File: src/rtl/irq_ctrl.sv
// irq_ctrl: prioritised interrupt controller with edge/level sources, enable mask and REQ/SERVICE handshake.
// Optional IRQ_SYNC_EN adds a two-flop input synchronizer ahead of src_q.
module irq_ctrl #(
    parameter int NUM_SRC = 4,
    parameter logic [NUM_SRC-1:0] EDGE_MASK = {NUM_SRC{1'b1}}
) (
    input  logic               clk,
    input  logic               rst,
    input  logic [NUM_SRC-1:0] irq_src,
    input  logic               en_we,
    input  logic [NUM_SRC-1:0] en_wdata,
    input  logic               int_ack,
    input  logic               int_done,
    output logic               interrupter,
    output logic [2:0]         irq_id,
    output logic [NUM_SRC-1:0] pending
);
    typedef enum logic [1:0] {IDLE, REQ, SERVICE} state_t;
    state_t state, nxt;
    logic [NUM_SRC-1:0] src_in, src_q, src_d, pend_e, enable, elig, sel, ack_clr;
    logic [2:0] win;
    logic any, cur_ok, ack_ok;
`ifdef IRQ_SYNC_EN
    logic [NUM_SRC-1:0] sync1, sync2;
    always_ff @(posedge clk or negedge rst) begin
        if (!rst) begin
            sync1 <= '0;
            sync2 <= '0;
        end else begin
            sync1 <= irq_src;
            sync2 <= sync1;
        end
    end
    assign src_in = sync2;
`else
    assign src_in = irq_src;
`endif
    assign pending = (pend_e & EDGE_MASK) | (src_q & ~EDGE_MASK);
    assign elig    = pending & enable;
    assign any     = |elig;
    assign ack_ok  = int_ack && state == REQ;
    assign ack_clr = sel & {NUM_SRC{ack_ok}};
    assign cur_ok  = |(elig & sel);
    // Scan downward so the lowest eligible index is the last one written.
    always_comb begin
        win = '0;
        sel = '0;
        for (int i = NUM_SRC - 1; i >= 0; i--) begin
            if (elig[i]) win = 3'(i);
            sel[i] = irq_id == 3'(i);
        end
    end
    always_comb begin
        nxt = state;
        case (state)
            IDLE:    nxt = any ? REQ : IDLE;
            REQ:     nxt = int_ack ? SERVICE : (cur_ok ? REQ : IDLE);
            SERVICE: nxt = int_done ? IDLE : SERVICE;
            default: nxt = IDLE;
        endcase
    end
    always_ff @(posedge clk or negedge rst) begin
        if (!rst) begin
            state       <= IDLE;
            interrupter <= 1'b0;
            irq_id      <= '0;
        end else begin
            state       <= nxt;
            interrupter <= nxt == REQ;
            if (state == IDLE && any) irq_id <= win;
        end
    end
    // A fresh rise is OR-ed in after the ack clear so set wins a collision.
    always_ff @(posedge clk or negedge rst) begin
        if (!rst) begin
            src_q  <= '0;
            src_d  <= '0;
            pend_e <= '0;
            enable <= '1;
        end else begin
            src_q  <= src_in;
            src_d  <= src_q;
            pend_e <= (pend_e & ~ack_clr) | (src_q & ~src_d);
            if (en_we) enable <= en_wdata;
        end
    end
endmodule

File: config.mk
export PLATFORM = sky130hd
export DESIGN_NAME = irq_ctrl
export DESIGN_NICKNAME = d
export VERILOG_FILES = /design/src/rtl/irq_ctrl.sv
export SDC_FILE = /design/constraint.sdc
export NUM_CORES = 1
export LEC_CHECK = 0
export BUFFER_PORTS_ARGS = -buffer_cell sky130_fd_sc_hd__buf_2
export CORE_MARGIN = 2
export CORE_UTILIZATION = 25
export CTS_BUF_LIST = sky130_fd_sc_hd__clkbuf_4
export CTS_CLUSTER_DIAMETER = 100
export DETAILED_ROUTE_END_ITERATION = 16
export PLACE_DENSITY = 0.49
export REMOVE_ABC_BUFFERS = 1
export SYNTH_ARGS = -nofsm -noshare
export SYNTH_HDL_FRONTEND = slang
export SYNTH_SLANG_ARGS = --single-unit
File: constraint.sdc
create_clock -name clk -period 1.6 [get_ports clk]
set_input_delay 0.16 -clock clk [delete_from_list [all_inputs] [get_ports clk]]
set_output_delay 0.16 -clock clk [all_outputs]
set_load 0.02 [all_outputs]
==> reports/qor.csv, run 1 <==
stage,metric,value,unit
run_status,status,completed,
die,core area,3030,µm²
global_routing,initial antenna violation count,0,
worst_setup_path,crit end category,flip-flop,
drt,Post-Route WL,1530,µm
global_routing,GRT Total Usage,0.0904,
die,Initial Util,0.260,
die,Die Y,60.1,µm
timing,post-layout min period,1500,ps
timing,final worst slack,97.4,ps
finish,Multi-input gate area,236,µm²
worst_hold_path,worst hold-check path type,input pin to flip-flop,
finish,fillers,306,
clock_network,clock slew at reported path FFs,120,ps
synth,synthesized area,787,µm²
synth,Avg Inst Size Synth,12.9,µm²
flow_run,Max Cap Viol,0,
finish,fraction of layout cells with a size suffix above 1,0.341,
worst_setup_path,CP max stage cell,dfstp_2,
timing,Hold Fails Final Rpt,0,
finish,# nets final,102,
timing,Hold WS,66.7,ps
drt,First-pass DRT Iterations,4,
worst_setup_path,"Buf+Inv Stages, Crit Path",0,
drt,post-route ant nets,0,
clock_network,clk sink count,21,
drt,via count,566,
power,VDD IR max,0.000548,V
timing,final slew viol count,0,
timing,final setup vio count,0,
worst_setup_path,CP top delay family,flip-flops,
clock_network,Clock Latency Late Sink,310,ps
worst_setup_path,r2r endpoint,state[0],
synth,sequential area share after synthesis,0.674,
power,total power,1610,µW
worst_setup_path,CP Data Arrival Time,1710,ps
placement,dpl cell area,930,µm²
timing,Achievable Freq,0.666,GHz
worst_setup_path,cell breakdown of the critical path,"nand2_1, mux4_2, o41ai_1",
worst_hold_path,hold path startpoint,int_done,
worst_hold_path,Hold Path Depth,4,
clock_network,setup repair bufs after CTS,0,
clock_network,Num CTS Buffers,3,
global_routing,grt total ovfl,0,
die,die area,3610,µm²
synth,number of synthesized register bits,21,
worst_setup_path,"Largest stage delay, worst path",550,ps
finish,n_diodes,0,
drt,vias per std cell,4.29,
worst_setup_path,WS Path Type,flip-flop to flip-flop,
global_routing,first-pass GRT wire length,2330,µm
clock_network,Root Buffer,clkbuf_4,
finish,most frequent cells in the layout,"buf_2, dfrtp_1, inv_1, nand2_1",
worst_setup_path,cells on worst reg2reg path,3,
clock_network,Max Root-Sink Buffers,2,
power,P per Cell Area,1580,nW/µm²
synth,Mapped Cells,61,
timing,Layout Skew,1.56,ps
placement,GP Congestion,0.736,
placement,"worst slack, placed",119,ps
drt,Initial DRC Count,6,
clock_network,CTS tree,built,
finish,Finished Cell Area,1020,µm²
worst_setup_path,Crit path required time,1810,ps
synth,Yosys warnings,0,
power,leakage power,0.000454,µW
placement,PortBufs,19,
finish,FF+latch area,531,µm²
worst_setup_path,"setup slack, reg-to-reg",100,ps
die,io pins,21,
worst_setup_path,reg2reg start,enable[0],
worst_setup_path,crit path max fanout,3,
global_routing,vias in the first global route,522,
worst_setup_path,startpoint types,flip-flop,
drt,WL per Instance,11.6,µm
global_routing,largest net degree at the start of global routing,22,
timing,post-route clock period utilization,0.939,
clock_network,CTS H-Tree Depth,1,
synth,Unique masters post-synth,18,
placement,HPWL Detailed,1080,µm
finish,Synth-to-Final Area Change,29.6,%
die,Die X-Extent,60.1,µm
drt,drt drc,0,
worst_hold_path,hold path endpoint,state[1],
finish,"commonest non-fill, non-tap cell in the layout",buf_2,
die,row cnt,20,
[stage by stage]
| stage | util | cells | TNS (ps) |
|---|---|---|---|
| floorplan | - | 60 | 0 |
| global placement | 0.307 | 123 | 0 |
| detailed placement | 0.307 | 123 | 0 |
| CTS | 0.333 | 132 | 0 |
| global route | 0.337 | 132 | -0.289 |
| finish | 0.337 | 132 | 0 |
[area by class of cell]
cell class	instances	area share
sequential	21	0.520
multi-input combinational	33	0.232
timing repair buffer	24	0.142
tap	44	0.0540
clock buffer	3	0.0221
inverter	6	0.0221
clock inverter	1	0.00736
[how the worst max path moves through the flow]
stage	start	end	slack (ps)	depth (start not counted)
global route	enable[0]	irq_id[0]	-0.3	4
finish	enable[0]	state[0]	100	3
floorplan	enable[0]	irq_id[0]	210	4
CTS	enable[0]	irq_id[0]	90	4
global placement	enable[0]	irq_id[0]	110	4
detailed placement	enable[0]	irq_id[0]	120	4
[power breakdown]
| part | internal, µW | leakage (µW) | switching (µW) |
|---|---|---|---|
| clock | 95.4 | 0.0000139 | 170 |
| sequential | 664 | 0.000234 | 149 |
| combinational | 228 | 0.000206 | 300 |
[synth_stat cells]
cell type   n  area share
dfrtp_1    17        0.54
dfstp_2     4        0.13
a21boi_0    1      0.0095
o41ai_1     2       0.022
inv_1       6       0.029
buf_4       1      0.0095
conb_1      1      0.0048
o31ai_1     2       0.019
nand3_1     1      0.0064
nor2_1      4       0.019
a211oi_1    2       0.019
nand4b_1    1       0.011
mux2_1      5       0.072
o21ai_0     2       0.013
nand3b_1    1      0.0095
mux4_2      1       0.029
o21ai_1     4       0.025
nand2_1     6       0.029
[logic make-up after synthesis]
| group | count (synthesis) | share of synthesized area |
|---|---|---|
| compound gates | 13 | 0.108 |
| buf+inv | 7 | 0.0382 |
| flops | 21 | 0.674 |
| mux | 6 | 0.100 |
| other cells | 1 | 0.00476 |
| simple gates | 13 | 0.0747 |
[per-layer routing]
layer	global-route usage	routed length, µm
met1	0.103	648
met5	0	0
met2	0.148	791
met3	0.0455	76
met4	0.0286	12
[state kept, by name, indices dropped and copies added, names as in the netlist]
name,cells
state,2
pending,4
src_d,4
src_q,4
enable,4
interrupter,1
irq_id,2
[worst register-to-register path: stages, from the launching register on]
cell and delay, ps:
dfstp_2 550, nand2_1 100, mux4_2 480, o41ai_1 270
[timing repair]
action,4_1_cts,5_1_grt
setup endpoints to repair,0,1
hold buffers,5,0
hold endpoints to repair,21,0
gates resized for setup,0,2
(Power assumes the default switching activity.)
==> run 2: changes to the inputs <==
Settings changed: SETUP_SLACK_MARGIN set to 0.4.
==> run 2 against run 1 <==
Compared with the run above: maximum frequency up 2.2%; largest cell class unchanged; final cell count is 2.3% higher; setup slack improved by 33 ps; highest routed layer unchanged; design area rose by 6.6%; non-clock buffer count is 3 higher; critical endpoint unchanged; critical path depth unchanged; clock-buffer cell count did not move; clock skew up 2.2 ps; global-route usage rose by 0.54 points; die area stayed put; critical path type unchanged; combinational power up 23%; sequential cell count did not move.
==> reports/qor.csv, run 2 (synthesis gave the netlist of run 1 again) <==
stage,metric,value,unit
finish,"commonest non-fill, non-tap cell in the layout",buf_2,
global_routing,initial antenna violation count,0,
flow_run,Max Cap Viol,0,
timing,post-route clock period utilization,0.919,
die,Initial Util,0.260,
timing,final setup vio count,0,
run_status,status,completed,
placement,GP Congestion,0.736,
finish,# nets final,105,
placement,HPWL Detailed,1080,µm
clock_network,CTS tree,built,
drt,vias per std cell,4.24,
global_routing,grt total ovfl,0,
drt,via count,572,
placement,dpl cell area,930,µm²
clock_network,clk sink count,21,
drt,First-pass DRT Iterations,4,
finish,n_diodes,0,
clock_network,CTS H-Tree Depth,1,
drt,drt drc,0,
finish,Finished Cell Area,1090,µm²
drt,post-route ant nets,0,
power,VDD IR max,0.000564,V
die,core area,3030,µm²
worst_setup_path,crit end category,flip-flop,
clock_network,clock slew at reported path FFs,120,ps
worst_setup_path,Crit path required time,1810,ps
timing,Layout Skew,3.75,ps
drt,Initial DRC Count,2,
global_routing,first-pass GRT wire length,2480,µm
clock_network,Clock Latency Late Sink,310,ps
worst_setup_path,CP max stage cell,dfstp_2,
placement,PortBufs,19,
die,die area,3610,µm²
timing,Achievable Freq,0.680,GHz
clock_network,Max Root-Sink Buffers,2,
timing,RSZ-0062 raised after global routing,true,
clock_network,Root Buffer,clkbuf_4,
worst_setup_path,"Largest stage delay, worst path",560,ps
worst_setup_path,WS Path Type,flip-flop to flip-flop,
global_routing,vias in the first global route,553,
timing,Post-Route Setup TNS,0,ps
finish,fillers,300,
drt,Post-Route WL,1590,µm
drt,WL per Instance,11.8,µm
finish,most frequent cells in the layout,"buf_2, dfrtp_1, inv_1",
timing,Hold Fails Final Rpt,0,
worst_setup_path,CP Data Arrival Time,1680,ps
timing,final slew viol count,0,
finish,Synth-to-Final Area Change,38.2,%
die,io pins,21,
die,Die X-Extent,60.1,µm
worst_setup_path,startpoint types,flip-flop,
die,row cnt,20,
global_routing,largest net degree at the start of global routing,22,
worst_setup_path,crit path max fanout,3,
global_routing,GRT Total Usage,0.0958,
power,leakage power,0.000474,µW
die,Die Y,60.1,µm
timing,post-layout min period,1470,ps
finish,fraction of layout cells with a size suffix above 1,0.484,
power,P per Cell Area,1620,nW/µm²
clock_network,Num CTS Buffers,3,
worst_hold_path,worst hold-check path type,input pin to flip-flop,
worst_setup_path,cell breakdown of the critical path,"nand2_2, mux4_2, o41ai_2",
[run 2: layout make-up]
cell class                 instances  area (µm²)  area share
clock buffer                       3        22.5      0.0207
clock inverter                     1        7.51     0.00690
inverter                           6        22.5      0.0207
multi-input combinational         33         277       0.254
sequential                        21         536       0.493
tap                               44        55.1      0.0506
timing repair buffer              27         168       0.154
[run 2: report_power, final]
group / internal (µW) / switching (µW)
sequential: 675 / 174
combinational: 304 / 343
clock: 95.3 / 171
total: 1070 / 687
[run 2: critical path: cells and delay by family, from the launching register on]
family          cells  cell delay (ps)
simple gates        1               80
flops               1              560
compound gates      1              230
mux                 1              500
[run 2: stage by stage]
stage / utilization / hold slack (ps) / setup slack [ps] / std cells / total power (µW)
floorplan: - / -136 / 211 / 60 / 1130
global placement: 0.307 / 137 / 114 / 123 / 1310
detailed placement: 0.307 / 146 / 119 / 123 / 1320
CTS: 0.346 / 51.2 / 171 / 132 / 1690
global route: 0.359 / 36.9 / 54.5 / 135 / 1890
finish: 0.359 / 64.2 / 130 / 135 / 1760
[run 2: what timing repair did]
| action | 4_1_cts | 5_1_grt |
|---|---|---|
| hold endpoints to repair | 21 | 0 |
| gates resized for setup | 9 | 6 |
| buffers inserted | 0 | 3 |
| pin swaps | 1 | 2 |
| hold buffers | 5 | 0 |
| endpoints found under the setup margin | 3 | 7 |
[run 2: routing by layer]
| metal | vias up | GRT usage | routed length [µm] |
|---|---|---|---|
| li1 | 269 | - | - |
| met5 | - | 0 | 0 |
| met3 | 2 | 0.0455 | 100 |
| met1 | 285 | 0.105 | 676 |
| met4 | 0 | 0.0286 | 12 |
| met2 | 16 | 0.163 | 801 |
[run 2: final timing paths]
check	slack [ps]	startpoint	end	cells past startpoint
min reg2reg	390	src_q[3]	src_d[3]	0
min	60	int_done	state[1]	4
max reg2reg	130	enable[1]	state[0]	3
min in group asynchronous	320	rst	state[0]	2
max	130	enable[1]	state[0]	3
max in group asynchronous	930	rst	enable[2]	2
